File: src/rtl/guitar_effect_mc.sv
`default_nettype none
// ============================================================================
// Module   : guitar_effect_mc
// Purpose  : Multi-channel distortion effect with per-channel gain and
//            clipping, streamed I/O and an Avalon-MM register slave.
// Revision : 1.0 - initial release
// ============================================================================
module guitar_effect_mc #(
    parameter int DATA_W    = 16,
    parameter int CHANNELS  = 2,
    parameter int GAIN_W    = 8,
    parameter int GAIN_FRAC = 4
) (
    input  logic                                           clk,
    input  logic                                           reset,
    input  logic [4:0]                                     avl_address,
    input  logic                                           avl_read,
    input  logic                                           avl_write,
    input  logic [31:0]                                    avl_writedata,
    output logic [31:0]                                    avl_readdata,
    input  logic                                           in_valid,
    output logic                                           in_ready,
    input  logic [((CHANNELS > 1) ? $clog2(CHANNELS) : 1)-1:0] in_channel,
    input  logic [DATA_W-1:0]                              in_data,
    output logic                                           out_valid,
    input  logic                                           out_ready,
    output logic [((CHANNELS > 1) ? $clog2(CHANNELS) : 1)-1:0] out_channel,
    output logic [DATA_W-1:0]                              out_data
);
    localparam int c_ch_w = (CHANNELS > 1) ? $clog2(CHANNELS) : 1;
    localparam int c_p_w  = DATA_W + GAIN_W;

    localparam logic [4:0] c_addr_ctrl   = 5'h00;
    localparam logic [4:0] c_addr_status = 5'h03;
    localparam logic [4:0] c_addr_scnt   = 5'h04;
    localparam logic [1:0] c_mode_bypass = 2'b00;
    localparam logic [1:0] c_mode_asym   = 2'b10;

    localparam logic [GAIN_W-1:0]        c_gain_one  = GAIN_W'(1) << GAIN_FRAC;
    localparam logic [DATA_W-2:0]        c_boost_rst = '1;
    localparam logic signed [c_p_w-1:0]  c_sat_max   = {{(GAIN_W+1){1'b0}}, {(DATA_W-1){1'b1}}};
    localparam logic signed [c_p_w-1:0]  c_sat_min   = {{(GAIN_W+1){1'b1}}, {(DATA_W-1){1'b0}}};

    logic                     r_enable_q, w_enable_d;
    logic [1:0]               r_mode_q, w_mode_d;
    logic [GAIN_W-1:0]        r_gain_q  [CHANNELS];
    logic [GAIN_W-1:0]        w_gain_d  [CHANNELS];
    logic [DATA_W-2:0]        r_boost_q [CHANNELS];
    logic [DATA_W-2:0]        w_boost_d [CHANNELS];
    logic [15:0]              r_clip_cnt_q, w_clip_cnt_d;
    logic [31:0]              r_sample_cnt_q, w_sample_cnt_d;
    logic [31:0]              r_rdata_q, w_rdata_d, w_rdata;

    logic                     r_s1_valid_q, w_s1_valid_d;
    logic signed [c_p_w-1:0]  r_s1_val_q, w_s1_val_d;
    logic [1:0]               r_s1_mode_q, w_s1_mode_d;
    logic [DATA_W-2:0]        r_s1_thr_q, w_s1_thr_d;
    logic [c_ch_w-1:0]        r_s1_ch_q, w_s1_ch_d;
    logic                     r_out_valid_q, w_out_valid_d;
    logic [DATA_W-1:0]        r_out_data_q, w_out_data_d;
    logic [c_ch_w-1:0]        r_out_ch_q, w_out_ch_d;

    logic                     w_stall, w_accept, w_busy, w_is_chreg, w_status_clr, w_clip;
    logic [1:0]               w_ch_sel;
    logic [GAIN_W-1:0]        w_ch_gain;
    logic [DATA_W-2:0]        w_ch_boost, w_lo_mag;
    logic signed [c_p_w-1:0]  w_din_ext, w_gain_ext, w_prod, w_scaled;
    logic signed [c_p_w-1:0]  w_hi, w_lo_ext, w_lo, w_lim, w_sat;
    logic                     w_unused;

    assign w_stall      = r_out_valid_q && !out_ready;
    assign in_ready     = r_enable_q && !w_stall;
    assign w_accept     = in_valid && in_ready;
    assign w_busy       = r_s1_valid_q || r_out_valid_q;
    assign w_is_chreg   = (avl_address[4:3] == 2'b01);
    assign w_ch_sel     = avl_address[2:1];
    assign w_status_clr = avl_write && (avl_address == c_addr_status) && avl_writedata[0];

    // Stage 1: per-channel gain and snapshot of the settings that govern this sample
    always_comb begin
        w_ch_gain  = r_gain_q[0];
        w_ch_boost = r_boost_q[0];
        for (int c = 0; c < CHANNELS; c++) begin
            if (in_channel == c_ch_w'(c)) begin
                w_ch_gain  = r_gain_q[c];
                w_ch_boost = r_boost_q[c];
            end
        end
        w_din_ext  = {{GAIN_W{in_data[DATA_W-1]}}, in_data};
        w_gain_ext = {{DATA_W{1'b0}}, w_ch_gain};
        w_prod     = w_din_ext * w_gain_ext;
        w_scaled   = w_prod >>> GAIN_FRAC;

        w_s1_valid_d = r_s1_valid_q;
        w_s1_val_d   = r_s1_val_q;
        w_s1_mode_d  = r_s1_mode_q;
        w_s1_thr_d   = r_s1_thr_q;
        w_s1_ch_d    = r_s1_ch_q;
        if (!w_stall) begin
            w_s1_valid_d = w_accept;
            if (w_accept) begin
                w_s1_val_d  = (r_mode_q == c_mode_bypass) ? w_din_ext : w_scaled;
                w_s1_mode_d = r_mode_q;
                w_s1_thr_d  = w_ch_boost;
                w_s1_ch_d   = in_channel;
            end
        end
    end

    // Stage 2: mode-dependent limit, then saturation to the sample range
    always_comb begin
        w_hi     = {{(GAIN_W+1){1'b0}}, r_s1_thr_q};
        w_lo_mag = (r_s1_mode_q == c_mode_asym) ? (r_s1_thr_q >> 1) : r_s1_thr_q;
        w_lo_ext = {{(GAIN_W+1){1'b0}}, w_lo_mag};
        w_lo     = -w_lo_ext;
        w_lim    = r_s1_val_q;
        if (r_s1_mode_q != c_mode_bypass) begin
            if (r_s1_val_q > w_hi) begin
                w_lim = w_hi;
            end else if (r_s1_val_q < w_lo) begin
                w_lim = w_lo;
            end
        end
        w_sat = w_lim;
        if (w_lim > c_sat_max) begin
            w_sat = c_sat_max;
        end else if (w_lim < c_sat_min) begin
            w_sat = c_sat_min;
        end
        w_clip = (w_sat != r_s1_val_q);

        w_out_valid_d = r_out_valid_q;
        w_out_data_d  = r_out_data_q;
        w_out_ch_d    = r_out_ch_q;
        if (!w_stall) begin
            w_out_valid_d = r_s1_valid_q;
            if (r_s1_valid_q) begin
                w_out_data_d = w_sat[DATA_W-1:0];
                w_out_ch_d   = r_s1_ch_q;
            end
        end
    end

    always_comb begin
        w_enable_d     = r_enable_q;
        w_mode_d       = r_mode_q;
        w_gain_d       = r_gain_q;
        w_boost_d      = r_boost_q;
        w_rdata        = '0;
        w_clip_cnt_d   = r_clip_cnt_q;
        w_sample_cnt_d = r_sample_cnt_q;

        if (avl_write && (avl_address == c_addr_ctrl)) begin
            w_enable_d = avl_writedata[0];
            w_mode_d   = avl_writedata[2:1];
        end
        case (avl_address)
            c_addr_ctrl:   w_rdata = {29'd0, r_mode_q, r_enable_q};
            c_addr_status: w_rdata = {w_busy, 15'd0, r_clip_cnt_q};
            c_addr_scnt:   w_rdata = r_sample_cnt_q;
            default:       w_rdata = '0;
        endcase
        for (int c = 0; c < CHANNELS; c++) begin
            if (w_is_chreg && (w_ch_sel == 2'(c))) begin
                if (!avl_address[0]) begin
                    w_rdata = {{(32-GAIN_W){1'b0}}, r_gain_q[c]};
                    if (avl_write) w_gain_d[c] = avl_writedata[GAIN_W-1:0];
                end else begin
                    w_rdata = {{(33-DATA_W){1'b0}}, r_boost_q[c]};
                    if (avl_write) w_boost_d[c] = avl_writedata[DATA_W-2:0];
                end
            end
        end
        w_rdata_d = avl_read ? w_rdata : r_rdata_q;

        if (w_status_clr) begin
            w_clip_cnt_d = '0;
        end else if (!w_stall && r_s1_valid_q && w_clip && (r_clip_cnt_q != 16'hFFFF)) begin
            w_clip_cnt_d = r_clip_cnt_q + 16'd1;
        end
        if (avl_write && (avl_address == c_addr_scnt)) begin
            w_sample_cnt_d = '0;
        end else if (r_out_valid_q && out_ready) begin
            w_sample_cnt_d = r_sample_cnt_q + 32'd1;
        end
    end

    always_ff @(posedge clk) begin
        if (reset) begin
            r_enable_q     <= 1'b1;
            r_mode_q       <= 2'b01;
            for (int c = 0; c < CHANNELS; c++) begin
                r_gain_q[c]  <= c_gain_one;
                r_boost_q[c] <= c_boost_rst;
            end
            r_clip_cnt_q   <= '0;
            r_sample_cnt_q <= '0;
            r_rdata_q      <= '0;
            r_s1_valid_q   <= 1'b0;
            r_s1_val_q     <= '0;
            r_s1_mode_q    <= '0;
            r_s1_thr_q     <= '0;
            r_s1_ch_q      <= '0;
            r_out_valid_q  <= 1'b0;
            r_out_data_q   <= '0;
            r_out_ch_q     <= '0;
        end else begin
            r_enable_q     <= w_enable_d;
            r_mode_q       <= w_mode_d;
            r_gain_q       <= w_gain_d;
            r_boost_q      <= w_boost_d;
            r_clip_cnt_q   <= w_clip_cnt_d;
            r_sample_cnt_q <= w_sample_cnt_d;
            r_rdata_q      <= w_rdata_d;
            r_s1_valid_q   <= w_s1_valid_d;
            r_s1_val_q     <= w_s1_val_d;
            r_s1_mode_q    <= w_s1_mode_d;
            r_s1_thr_q     <= w_s1_thr_d;
            r_s1_ch_q      <= w_s1_ch_d;
            r_out_valid_q  <= w_out_valid_d;
            r_out_data_q   <= w_out_data_d;
            r_out_ch_q     <= w_out_ch_d;
        end
    end

    assign avl_readdata = r_rdata_q;
    assign out_valid    = r_out_valid_q;
    assign out_data     = r_out_data_q;
    assign out_channel  = r_out_ch_q;
    assign w_unused     = ^{avl_writedata, w_sat[c_p_w-1:DATA_W]};

endmodule
`default_nettype wire

File: config.mk
export PLATFORM = sky130hd
export DESIGN_NAME = guitar_effect_mc
export DESIGN_NICKNAME = d
export VERILOG_FILES = /design/src/rtl/guitar_effect_mc.sv
export SDC_FILE = /design/constraint.sdc
export NUM_CORES = 1
export LEC_CHECK = 0
export CORE_AREA = 8 8 195 216
export CTS_CLUSTER_DIAMETER = 200
export DETAILED_ROUTE_END_ITERATION = 6
export DIE_AREA = 0 0 203 224
export PLACE_DENSITY = 0.58
export SYNTH_ARGS = -nofsm -noshare
export SYNTH_HDL_FRONTEND = slang
export SYNTH_SLANG_ARGS = --single-unit
File: constraint.sdc
create_clock -name clk -period 18.94 [get_ports clk]
set_clock_uncertainty 0.1 [all_clocks]
set_input_delay 1.894 -clock clk [delete_from_list [all_inputs] [get_ports clk]]
set_output_delay 1.894 -clock clk [all_outputs]
set_load 0.02 [all_outputs]
======== Word level (Yosys, flattened, before mapping) ========
Index checks and enable logic that the tools add are counted.
storage, ports and cells
  bits in registers ....................... 190
  input port bits ......................... 60
cells by class
  $add $sub $neg .......................... 3
  multiply operators ...................... 1
  magnitude comparators ................... 4
  eq/ne operators ......................... 7
  mux-type cells .......................... 14
  bitwise logic cells ..................... 2
  reductions and logical operators ........ 28
operators with widths
  cell                   number
  $mux 24                6
  $pmux 32 s3            1
  $mux 32                2
  $mux 15                4
  $add 32x1->32 const B  1
  $gt 24x16->1           1
  $gt 24x16->1 const B   1
  $lt 24x16->1 const B   1
  $lt 24x24->1           1
  $mul 16x9->24          1
  $ne 24x24->1           1
  $neg 15->24            1
  $add 16x1->16 const B  1
  $ne 16x16->1 const B   1
  $logic_and 1x1->1      13
  $reduce_and 3->1       4
  $mux 8                 1
  $eq 5x2->1 const B     1
  $eq 5x3->1 const B     1
  $logic_not 5->1        1
  $eq 2x1->1 const B     2
  $logic_not 2->1        2
  $reduce_and 2->1       2
  $reduce_or 2->1        2
  5 further kinds        7

======== Longest topological paths before layout ========
  depth after elaboration ................. 13
  mapped depth ............................ 37

======== Worst setup path before layout ========
OpenSTA, ideal clock, no wires.
  kind .................................... input to register
  start point ............................. input port in_channel
  end point ............................... register r_s1_val_q[22]
  arrival time ............................ 7795 ps
  data required time ...................... 18708 ps
  path slack .............................. 10913 ps
  stages .................................. 26
  cell sequence ........................... clkbuf_1 -> clkbuf_1 -> mux2_2 -> clkbuf_1 -> nand2_1 -> fa_1 -> fa_1 -> inv_1 -> ha_1 -> inv_1 -> fa_1 -> inv_1 -> ha_1 -> a21o_1 -> a21oi_1 -> o21ai_0 -> a21oi_1 -> o21a_1 -> o2111ai_1 -> a31oi_1 -> o21bai_1 -> a2111oi_0 -> o41ai_1 -> xnor2_1 -> o21bai_1 -> a21oi_1
between the ends
  longest elaborated chain between the ends .. 3
ends and longest elaborated chain
  item                  line  text
  start, declared       23    input logic [((CHANNELS > 1) ? $clog2(CHANNELS) : 1)-1:0] in_channel,
  $mux 8                84    if (in_channel == c_ch_w'(c)) begin
  $mul 16x9->24         91    w_prod = w_din_ext * w_gain_ext;
  $mux 24               102   w_s1_val_d = (r_mode_q == c_mode_bypass) ? w_din_ext : w_scaled;
  end signal, assigned  216   r_s1_val_q <= w_s1_val_d;
  end, declared         55    logic signed [c_p_w-1:0] r_s1_val_q, w_s1_val_d;
Every way passes these cells.
A chain may end at the register's enable or synchronous reset.

======== Worst setup path in the final report ========
  start point ............................. register r_s1_mode_q[0]
  end point ............................... register r_clip_cnt_q[7]
between the ends
  longest elaborated chain between the ends .. 13
ends and longest elaborated chain
  item                                 line  text
  start, declared                      56    logic [1:0] r_s1_mode_q, w_s1_mode_d;
  start signal, assigned               217   r_s1_mode_q <= w_s1_mode_d;
  $eq 2x2->1                           113   w_lo_mag = (r_s1_mode_q == c_mode_asym) ? (r_s1_thr_q >> 1) : r_s1_thr_q;
  $mux 15                              113
  $neg 15->24                          115   w_lo = -w_lo_ext;
  $lt 24x24->1                         120   end else if (r_s1_val_q < w_lo) begin
  $mux 24                              120
  $mux 24                              118   if (r_s1_val_q > w_hi) begin
  $mux 24 (*)                          117   if (r_s1_mode_q != c_mode_bypass) begin
  $lt 24x16->1                         127   end else if (w_lim < c_sat_min) begin
  $mux 24                              127
  $mux 24 (*)                          125   if (w_lim > c_sat_max) begin
  $ne 24x24->1 (*)                     130   w_clip = (w_sat != r_s1_val_q);
  $logic_and 1x1->1 (*) (2 in series)  178   end else if (!w_stall && r_s1_valid_q && w_clip && (r_clip_cnt_q != 16'hFFFF)) begin
  end signal, assigned                 212   r_clip_cnt_q <= w_clip_cnt_d;
  end, declared                        50    logic [15:0] r_clip_cnt_q, w_clip_cnt_d;
Every way passes the cells marked *; elsewhere a longest branch is shown, timed or not.

==> impl_results.md <==
- Filler-free cell count of the finished design: 2,357
- Multi-input gate area: 10,400 um2
- Max Cap Viol: 0
- Leakage power: 6.97 nW
- Slowest cell delay on critical path: 0.80 ns
- Die Span X: 203 um
- Die Y: 224 um
- Initial DRC count: 761
- Routed wire per std cell: 18.7 um
- Initial antenna violation count: 1
- Setup violators final: 0
- Rows: 76
- Maximum clock path buffer count: 2
- PD cells: 60.3 nW/um2
- Cells after Synth: 1,803
- Total Power: 1.03 mW
- # fillers: 3,866
- Clock latency on the worst-skew pair: 0.46 ns
- Post-place setup slack: 10.02 ns
- CP max FO: 32
- Cell Area, Synth: 15,200 um2
- Detail Placement HPWL: 33.4 mm
- Worst-margin pin slew: 1.27 ns
- CP Launch Type: register
- Antenna-violating nets left: 0
- Sink Count: 186
- Outcome: completed
- Gpl congestion: 0.896
- Slew Limit Fails: 0
- Fin. Hold Viols: 0
- Worst Reg-to-Reg Cells: 30
- H-tree Lvls: 4
- Ys async rst share: 0%
- Port Buf Inserts: 93
- Syn Nets: 2,049
- Hold path endpoint: out_channel
- Final wirelength: 44.0 mm
- CP max-delay cell: ha_1
- Synth warn: 0
- Top achievable clock speed: 110 MHz
- Main synth FF type: dfxtp_1
- Largest net degree at the start of global routing: 72
- Die area: 45,500 um2
- Hold Path Depth: 2
- Number of global-route vias before repair: 12,800
- Worst setup EP type: register
- Hold Crit Class: register to register
- CTS Hold Bufs: 0
- Worst EP arrival: 9.34 ns
- First-pass GRT wire length: 70.2 mm
- Distinct cells, synth: 89
- Starting Density: 39.4%
- Minimum clock period: 9.06 ns
- I/O pins: 111
- Drt drc: 0
- Fraction of layout cells with a size suffix above 1: 6.44%
- Required time of the critical path: 19.22 ns
- Setup_tns: 0 ns
- Avg Synthesized Cell Area: 8.41 um2
- Placed instance count: 2,325
- Reg clk slew, reported paths: 0.07 ns
- Core Box Area: 38,500 um2
- Final #Nets: 2,083
- Setup Buffers After CTS: 0
- Worst setup margin: 9.88 ns
- EDFF count, synth: 0
- RR Endpoint: r_clip_cnt_q[7]
- Hold slack final: 0.359 ns
- RSZ-0062 raised after global routing: false
- VDD IR max: 0.0744 mV
- Final cycle utilization of the critical path: 47.8%
- Critical R2R Launch: r_s1_mode_q[0]
- R2r setup slk: 9.88 ns
- Area grow syn2layout: 12.7%
- Vias: 13,100
- Critical path type: register to register
- Startpoint of the worst hold path: r_s1_ch_q
- TritonRoute pass-1 iters: 5
- Synthesized flop and latch total: 186
- CTS Buf Count: 17
- Post-CTS resize count: 0
- Total gr overflow: 0
- Vias per cell: 5.54
- CTS tree: built
- GRT Total Usage: 19.2%
- Root Driver: clkbuf_16
- FF+latch area: 3720 um2
- Seq/Total Area, Yosys: 24.6%
- Slew HR: 15.5%
-- how the worst max path moves through the flow --
stage,from,slack [ns],to,cells past startpoint
2_1_floorplan,in_channel,10.91,r_s1_val_q[22],26
3_3_place_gp,r_s1_mode_q[0],10.12,r_clip_cnt_q[13],30
3_5_place_dp,in_channel,10.02,r_s1_val_q[22],25
4_1_cts,r_s1_mode_q[0],10.03,r_clip_cnt_q[7],30
5_1_grt,r_s1_mode_q[1],9.30,r_clip_cnt_q[7],29
6_report,r_s1_mode_q[0],9.88,r_clip_cnt_q[7],30
-- stage by stage --
step                utilization (%)  cell area (um2)
floorplan                         -            15200
global placement               42.8            16500
detailed placement             42.8            16500
CTS                            44.4            17100
global route                   44.4            17100
finish                         44.4            17100
-- final cells by class --
class                           instances  area share (%)
Clock inverter                         13           0.945
Clock buffer                           18            2.57
Antenna cell                            1          0.0146
Tap cell                              507            3.71
Inverter                              171            3.76
Multi-Input combinational cell       1345            60.8
Timing Repair Buffer                  116            6.42
Sequential cell                       186            21.8
-- synthesized netlist by cell type (29+ instances only) --
cell	instances	area [um2]
dfxtp_1	186	3720
inv_1	166	623
nor2_1	166	623
nand2_1	163	612
fa_1	100	2000
a21oi_1	90	450
ha_1	86	1080
nor2b_1	83	519
mux2i_1	77	771
clkbuf_1	76	285
nand3_1	54	270
o21ai_0	54	270
a211oi_1	51	383
xor2_1	32	280
nand2b_1	30	188
nand4_1	29	181
nor3_1	29	145
-- state kept, by name, indices dropped and copies added, names as in the netlist, 2 cells and up --
signal,flops
r_s1_val_q,20
avl_readdata,32
r_s1_mode_q,2
r_s1_thr_q,15
r_gain_q,16
r_sample_cnt_q,32
out_data,16
r_boost_q,30
r_mode_q,2
r_clip_cnt_q,16
-- per-layer routing --
metal | vias up | track usage, % | wire (um) | share of wire, %
met5 | - | 0 | 0 | 0
met4 | 0 | 6.44 | 952 | 2.2
met3 | 51 | 3.01 | 1960 | 4.5
met2 | 274 | 32.0 | 21200 | 48
met1 | 6397 | 25.0 | 19900 | 45
li1 | 6332 | - | - | -
-- critical path, delay by kind of cell (launching register included) --
kind / cells / cell delay [ns]
buffers and inverters: 3 / 0.83
AND/OR/NAND/NOR: 8 / 2.35
adder cells (fa/ha/maj): 3 / 1.40
flip-flops: 1 / 0.37
AO/OA/AOI/OAI: 16 / 3.91
-- layout by cell type (no fill, tap or decap), types with 12 or more instances in the layout --
cell and n:
clkbuf_16 17, a21o_1 12, nor2_1 164, nand4_1 29
ha_1 86, xor2_1 32, dfxtp_1 186, a211oi_1 51
and2_1 12, buf_4 24, o211ai_1 17, nand3_1 54
or3_1 20, nor2b_1 83, o21ai_0 54, mux2i_1 77
nor3_1 29, inv_1 166, fa_1 100, clkdlybuf4s50_1 91
o21ai_1 12, nand2_1 163, nand2b_1 30, xnor2_1 20
a21oi_1 90
-- logic make-up (layout without fill, tap and decap cells) --
logic type               count (synthesis)  in the layout  synth area share, %
AO/OA/AOI/OAI                          377            377                 17.5
adder cells (fa/ha/maj)                186            186                 20.3
AND/OR/NAND/NOR                        638            638                 20.8
flip-flops                             186            186                 24.6
buffers and inverters                  272            318                 7.03
other                                    0              1                    0
XOR/XNOR                                52             52                 3.00
multiplexers                            92             92                 6.79
-- report_power, final --
part           internal [mW]  total [mW]  switching (mW)
clock network          0.201       0.366           0.165
registers              0.404       0.428          0.0236
logic                 0.0928       0.236           0.144
total                  0.698        1.03           0.333
No activity file was read; power rests on OpenSTA's default activity.
